--- src/rtl/muldiv_unit.sv ---
// Iterative MULT/MULTU/DIV/DIVU unit with architectural HI/LO registers and MTHI/MTLO moves.
// The result is visible 33 cycles after start. Busy covers the whole run, and new requests are ignored until it drops.
module muldiv_unit #(
  parameter int WIDTH = 32
) (
  input  logic             clk,
  input  logic             rst,
  input  logic             start,
  input  logic [1:0]       op,
  input  logic [WIDTH-1:0] a,
  input  logic [WIDTH-1:0] b,
  input  logic             mthi,
  input  logic             mtlo,
  output logic [WIDTH-1:0] hi,
  output logic [WIDTH-1:0] lo,
  output logic             busy,
  output logic             done
);

  typedef enum logic [1:0] {
    IDLE = 2'd0,
    RUN  = 2'd1,
    FIX  = 2'd2
  } state_t;

  state_t             state, state_nx;
  logic [4:0]         cnt;
  logic [2*WIDTH-1:0] acc, acc_nx;
  logic [WIDTH-1:0]   opb;
  logic               is_div, is_signed, neg_a, neg_b, b_zero;

  logic               in_signed;
  logic [WIDTH-1:0]   mag_a, mag_b;
  logic [WIDTH:0]     sum, diff;
  logic [WIDTH-1:0]   res_hi, res_lo;
  logic [2*WIDTH-1:0] prod_fix;

  assign in_signed = ~op[0];
  assign mag_a     = (in_signed && a[WIDTH-1]) ? (~a + 1'b1) : a;
  assign mag_b     = (in_signed && b[WIDTH-1]) ? (~b + 1'b1) : b;
  assign busy      = (state != IDLE);

  // acc holds {partial product, remaining multiplier} for multiply
  // and {remainder, quotient} for divide.
  always_comb begin
    state_nx = state;
    acc_nx   = acc;
    sum      = '0;
    diff     = '0;
    case (state)
      IDLE: if (start) state_nx = RUN;
      RUN: begin
        if (is_div) begin
          diff = acc[2*WIDTH-1:WIDTH-1] - {1'b0, opb};
          if (!diff[WIDTH])
            acc_nx = {diff[WIDTH-1:0], acc[WIDTH-2:0], 1'b1};
          else
            acc_nx = {acc[2*WIDTH-2:0], 1'b0};
        end else begin
          sum    = {1'b0, acc[2*WIDTH-1:WIDTH]} + (acc[0] ? {1'b0, opb} : {(WIDTH+1){1'b0}});
          acc_nx = {sum, acc[WIDTH-1:1]};
        end
        if (cnt == 5'd31) state_nx = FIX;
      end
      FIX:     state_nx = IDLE;
      default: state_nx = IDLE;
    endcase
  end

  // A zero divisor skips quotient negation, so LO stays all-ones and the
  // remainder (|a| re-signed) reproduces a.
  always_comb begin
    prod_fix = acc;
    res_hi   = acc[2*WIDTH-1:WIDTH];
    res_lo   = acc[WIDTH-1:0];
    if (!is_div) begin
      if (is_signed && (neg_a ^ neg_b)) prod_fix = ~acc + 1'b1;
      res_hi = prod_fix[2*WIDTH-1:WIDTH];
      res_lo = prod_fix[WIDTH-1:0];
    end else begin
      if (is_signed && (neg_a ^ neg_b) && !b_zero)
        res_lo = ~acc[WIDTH-1:0] + 1'b1;
      if (is_signed && neg_a)
        res_hi = ~acc[2*WIDTH-1:WIDTH] + 1'b1;
    end
  end

  always_ff @(posedge clk or posedge rst) begin
    if (rst) begin
      state     <= IDLE;
      cnt       <= '0;
      acc       <= '0;
      opb       <= '0;
      is_div    <= 1'b0;
      is_signed <= 1'b0;
      neg_a     <= 1'b0;
      neg_b     <= 1'b0;
      b_zero    <= 1'b0;
      hi        <= '0;
      lo        <= '0;
      done      <= 1'b0;
    end else begin
      state <= state_nx;
      acc   <= acc_nx;
      done  <= 1'b0;
      case (state)
        IDLE: begin
          if (start) begin
            acc       <= {{WIDTH{1'b0}}, mag_a};
            opb       <= mag_b;
            is_div    <= op[1];
            is_signed <= in_signed;
            neg_a     <= in_signed & a[WIDTH-1];
            neg_b     <= in_signed & b[WIDTH-1];
            b_zero    <= (b == '0);
            cnt       <= '0;
          end else begin
            if (mthi) hi <= a;
            if (mtlo) lo <= a;
          end
        end
        RUN: cnt <= cnt + 5'd1;
        FIX: begin
          hi   <= res_hi;
          lo   <= res_lo;
          done <= 1'b1;
        end
        default: ;
      endcase
    end
  end

endmodule

--- config.mk ---
export PLATFORM = sky130hd
export DESIGN_NAME = muldiv_unit
export DESIGN_NICKNAME = d
export VERILOG_FILES = /design/src/rtl/muldiv_unit.sv
export SDC_FILE = /design/constraint.sdc
export NUM_CORES = 1
export LEC_CHECK = 0
export BUFFER_PORTS_ARGS = -buffer_cell sky130_fd_sc_hd__buf_2
export CAP_MARGIN = 20
export CORE_MARGIN = 10
export CORE_UTILIZATION = 30
export CTS_BUF_LIST = sky130_fd_sc_hd__clkbuf_2 sky130_fd_sc_hd__clkbuf_4 sky130_fd_sc_hd__clkbuf_8
export CTS_CLUSTER_SIZE = 30
export DETAILED_ROUTE_END_ITERATION = 16
export GPL_TIMING_DRIVEN = 0
export PLACE_DENSITY_LB_ADDON = 0.25
export SLEW_MARGIN = 20
export SYNTH_ARGS = -nofsm -noshare
export SYNTH_HDL_FRONTEND = slang
export SYNTH_SLANG_ARGS = --single-unit
--- constraint.sdc ---
create_clock -name clk -period 5.2 [get_ports clk]
set_input_delay 0.26 -clock clk [delete_from_list [all_inputs] [get_ports clk]]
set_output_delay 0.26 -clock clk [all_outputs]
set_load 0.05 [all_outputs]
======== Yosys cells after proc, flatten, opt, wreduce, memory -nomap -nowiden ========
Index checks and enable logic that the tools add are counted.
cells by class
  eq/ne operators ......................... 8
  bitwise logic cells ..................... 9
  reduce and logical (&&, ||, !) cells .... 16
  multiplexer cells ....................... 25
  add/subtract/negate cells ............... 8
operators by type and width
  operator                                                          number
  64-bit two-way mux                                                6
  32-bit two-way mux                                                11
  32-bit by 1-bit adder with 32-bit output (second input constant)  4
  32-bit inverter                                                   4
  32-bit one-hot mux with 2 select lines                            2
  64-bit by 1-bit adder with 64-bit output (second input constant)  1
  64-bit inverter                                                   1
  32-bit by 32-bit adder with 33-bit output                         1
  33-bit by 32-bit subtractor with 33-bit output                    1
  32-bit logical NOT                                                1
  2-bit inequality test (second input constant)                     5
  5-bit one-hot mux with 2 select lines                             1
  2-bit AND reduction                                               3
  3-bit AND reduction                                               2
  2-bit nonzero test                                                3
  5-bit by 1-bit adder with 5-bit output (second input constant)    1
  5-bit == test (second input constant)                             1
  1-bit logical AND                                                 5
  5-bit two-way mux                                                 1
  2-bit two-way mux                                                 2
  2-bit one-hot mux with 2 select lines                             1
  1-bit bitwise AND                                                 2
  2-bit by 1-bit == test with 1-bit output (second input constant)  1
  2-bit == test (second input constant)                             1
  other kinds (5)                                                   5
storage, ports and cells
  bits of input ports ..................... 71
  word-level logic and storage cells ...... 78
  flip-flop bits (word level) ............. 173

======== Longest topological paths before layout ========
  depth after elaboration ................. 6
  depth in mapped cells ................... 15

======== Worst setup path after synthesis ========
No wires, ideal clock.
  kind .................................... register -> register
  start ................................... register acc[0]
  end ..................................... register acc[58]
  arrival ................................. 3,167 ps
  setup slack ............................. 1,900 ps
  path buffers ............................ 1
  cell stages (with the launch flop) ...... 14
  data required time ...................... 5,067 ps
  setup time .............................. 133 ps
  path through ............................ dfrtp_1 > inv_1 > clkbuf_1 > nor2_1 > ha_1 > a21o_1 > a21oi_1 > a21oi_1 > o311a_1 > or4b_2 > a21oi_1 > xnor2_1 > a22oi_1 > o21ai_0
between the ends
  longest elaborated chain between the ends .. 6
ends and longest elaborated chain
  what                                         line  RTL
  start: declaration                           28    logic [2*WIDTH-1:0] acc, acc_nx;
  start signal: assignment                     104   acc <= acc_nx;
  start signal: assignment                     109   acc <= {{WIDTH{1'b0}}, mag_a};
  32-bit two-way mux *                         60    sum = {1'b0, acc[2*WIDTH-1:WIDTH]} + (acc[0] ? {1'b0, opb} : {(WIDTH+1){1'b0}});
  32-bit by 32-bit adder with 33-bit output *  60
  64-bit two-way mux *                         53    if (is_div) begin
  64-bit two-way mux *                         50    case (state)
  64-bit two-way mux                           108   if (start) begin
  64-bit two-way mux *                         106   case (state)
Every way passes the cells marked *; elsewhere a longest branch is shown, timed or not.
A chain may end at the register's enable or synchronous reset.

======== Worst setup path in the final report ========
  start ................................... register acc[31]
  end ..................................... register acc[49]
between the ends
  longest elaborated chain between the ends .. 6
ends and longest elaborated chain
  what                                              line  RTL
  33-bit by 32-bit subtractor with 33-bit output *  54    diff = acc[2*WIDTH-1:WIDTH-1] - {1'b0, opb};
  64-bit two-way mux *                              55    if (!diff[WIDTH])
  64-bit two-way mux *                              53
  64-bit two-way mux *                              50
  64-bit two-way mux                                108
  64-bit two-way mux *                              106
Marks and branches as above.

==> impl_metrics.toml <==
[outcome]
status = "finished, final reports clean"

[clock_network]
cts_htree_levels = 4
clock_sinks = 173
cts-root-buf = "clkbuf_8"
cts_max_path_buffers = 2
cts_setup_buffers = 0
cts_tree = "yes"
clk_pin_slew_ns = 0.12
insertion_delay_ns = 0.53
cts_buffers = 17

[timing]
max_freq_mhz = 219
min_period_ns = 4.57
post-route-period-util_pct = 87.9
drv_slew = 0
worst_slack_ns = 0.631
finalSetupTns_ns = 0
slew_headroom_pct = 18.7
rsz0062_at_grt = "false"
setup_viol = 0
clock_skew_ns = 0.0247
tightest_slew_ns = 1.21
hold_viol = 0

[drt]
via_count = 13700
post_drt_via_cell_ratio = 5.45
wl_per_cell_microns = 21.0
drc = 0
wl_microns = 52900
first_iter_violations = 1105
ant_nets = 0
first_pass_iters = 6

[yosys]
synth_ff_type = "dfrtp_1"
synth_top_area_share_pct = 30.4
synth_top_cell_by_area = "dfrtp_1"
synth_most_common_cell = "nand2_1"
synth-edff-count = 0
ys_ff_latch = 173
synthCells = 1743
synthTopCellsByArea = "dfrtp_1 (30%), xnor2_1 (6.5%), mux2i_1 (6.2%)"
ys_types = 82
syn_area_sq_um = 14200
yosysWarnings = 0
syn_nets = 1886
ys_async_sr_fraction_pct = 100
synthTopCellsByCount = "nand2_1 (228), dfrtp_1 (173), o21ai_0 (171), a21oi_1 (127), nor2_1 (115)"
avgSynthCellArea_sq_um = 8.16
seq_area_frac_synth_pct = 30.4

[worst_setup_path]
crit_fanout = 10
crit_required_ns = 5.57
cpMaxStageDelayCell = "dfrtp_1"
max_stage_delay_ns = 0.52
worstSetupEndpointType = "register"
path_buf_inv = 4
arrival_ns = 4.94
crit_family = "compound AO/OA/AOI/OAI gates"
critPathKind = "reg2reg"
cp_cell_sequence = "inv_1 -> ha_1 -> inv_1 -> fa_1 -> a211oi_1 -> o211a_1 -> nor3_1 -> o21ai_0 -> nand2_1 -> a41o_1 -> buf_2 -> xor2_4 -> buf_4 -> mux2i_1 -> o21ai_0"
crit_path_start_kind = "register"

[flow_run]
max-cap-violations = 0

[global_route]
grt_use_total_pct = 18.2
met1_usage_pct = 24.0
grt-busiest-layer = "met2"
grt_util_met3_pct = 3.37
grt_max_degree = 89
antenna_found_initial = 1
grt_pass1_vias = 13500
met2_usage_pct = 30.3
grt_overflow = 0
grt_pass1_wl_microns = 80800

[power_and_ir_drop]
peakVddDrop_mv = 0.260
p_leak_nw = 6.70
total_power_mw = 12.5
p_per_area_nw_per_um2 = 777

[placed_design]
dp_hpwl_microns = 41500
place_ws_ns = 0.783
portBuffers = 134
gp_congestion = 0.910

[floorplanning]
die_h_microns = 238
rows = 79
start_util_pct = 30.4
coreArea_sq_um = 46800
die_w_microns = 238
dieArea_sq_um = 56500
io_pins = 137

[finish]
n_antenna_cell = 0
layout-drive-gt1-share_pct = 10.9
final_core_util_pct = 34.5
area_growth_pct = 13.4
nets = 2044

[min_path]
hold_path_class = "in2reg"
## flip-flops by register name, indices dropped and copies added, names as in the netlist
name       count
acc           64
hi            32
lo            32
opb           32
cnt            5
state          2
b_zero         1
done           1
is_div         1
is_signed      1
neg_a          1
neg_b          1
## final timing paths
path	start	slack [ns]	endpoint	cells past startpoint
max in group asynchronous	rst	3.87	opb[31]$_DFFE_PP0P_	4
min in group asynchronous	rst	0.39	lo[9]$_DFFE_PP0P_	3
max reg2reg	acc[31]$_DFF_PP0_	0.63	acc[49]$_DFF_PP0_	15
min reg2reg	opb[2]$_DFFE_PP0P_	0.49	opb[2]$_DFFE_PP0P_	2
min	b[30]	0.03	b_zero$_DFFE_PP0P_	4
max	acc[31]$_DFF_PP0_	0.63	acc[49]$_DFF_PP0_	15
## where the power goes
group | leakage [nW] | switching, mW | internal [mW]
combinational | 4.45 | 5.42 | 3.27
clock | 0.203 | 0.581 | 0.462
sequential | 2.05 | 0.787 | 2.02
## cells by family after synthesis
| family | Yosys count | synth area share, % |
|---|---|---|
| flops | 173 | 30.4 |
| fa+ha+maj | 72 | 6.44 |
| simple gates | 533 | 17.5 |
| compound gates | 532 | 23.8 |
| xor+xnor | 171 | 10.7 |
| buf+inv | 170 | 4.65 |
| mux | 92 | 6.51 |
## metrics by stage
stage	cells	hold slack (ns)	instance area [sq um]
floorplan	1743	0.356	14200
global placement	2484	0.463	15700
detailed placement	2485	0.426	15700
CTS	2521	0.0112	16100
global route	2521	0.0341	16100
finish	2521	0.0323	16100
## metal layers
layer | part of all wire, % | routed length (microns)
met2 | 47 | 24700
met1 | 46 | 24300
met4 | 1.6 | 835
met5 | 0 | 0
met3 | 5.9 | 3110
## worst register-to-register path: cells and delay by family (launching register included)
kind / cells / cell delay, ns
AOI/OAI and AO/OA: 5 / 1.45
buffers and inverters: 4 / 0.74
adders and majority gates: 2 / 0.64
DFF: 1 / 0.52
xor gates and xnor gates: 1 / 0.40
muxes: 1 / 0.34
and+or+nand+nor: 2 / 0.33
## cells in the final DEF (no fill, tap or decap), types with 7 or more instances in the layout
master / n
a211oi_1: 7
a21o_1: 24
a21oi_1: 127
a22oi_1: 33
a31oi_1: 17
and2_1: 11
and3_1: 18
buf_1: 8
buf_2: 139
clkbuf_1: 82
clkbuf_8: 18
dfrtp_1: 173
ha_1: 70
inv_1: 68
mux2i_1: 88
nand2_1: 228
nand2b_1: 15
nand3_1: 20
nand4_1: 7
nor2_1: 115
nor2b_1: 12
nor3_1: 34
nor4_1: 15
o21a_1: 12
o21ai_0: 171
o221ai_1: 39
o31ai_1: 21
o41ai_1: 8
or3_1: 20
or4_1: 7
xnor2_1: 106
xor2_1: 64
## cell type report
type | count | area [sq um]
Clock inverter | 11 | 131
Fill cell | 4968 | 30600
Inverter | 71 | 274
Sequential cell | 173 | 4330
Buffer | 99 | 394
Clock buffer | 21 | 270
Tap cell | 607 | 759
Multi-Input combinational cell | 1400 | 9230
Timing Repair Buffer | 139 | 738
## what timing repair did
item,CTS,global route
hold buffers,4,0
endpoints found under the hold margin,90,0
gates resized for setup,0,0
Note: power is estimated with default switching activity, not from simulation.
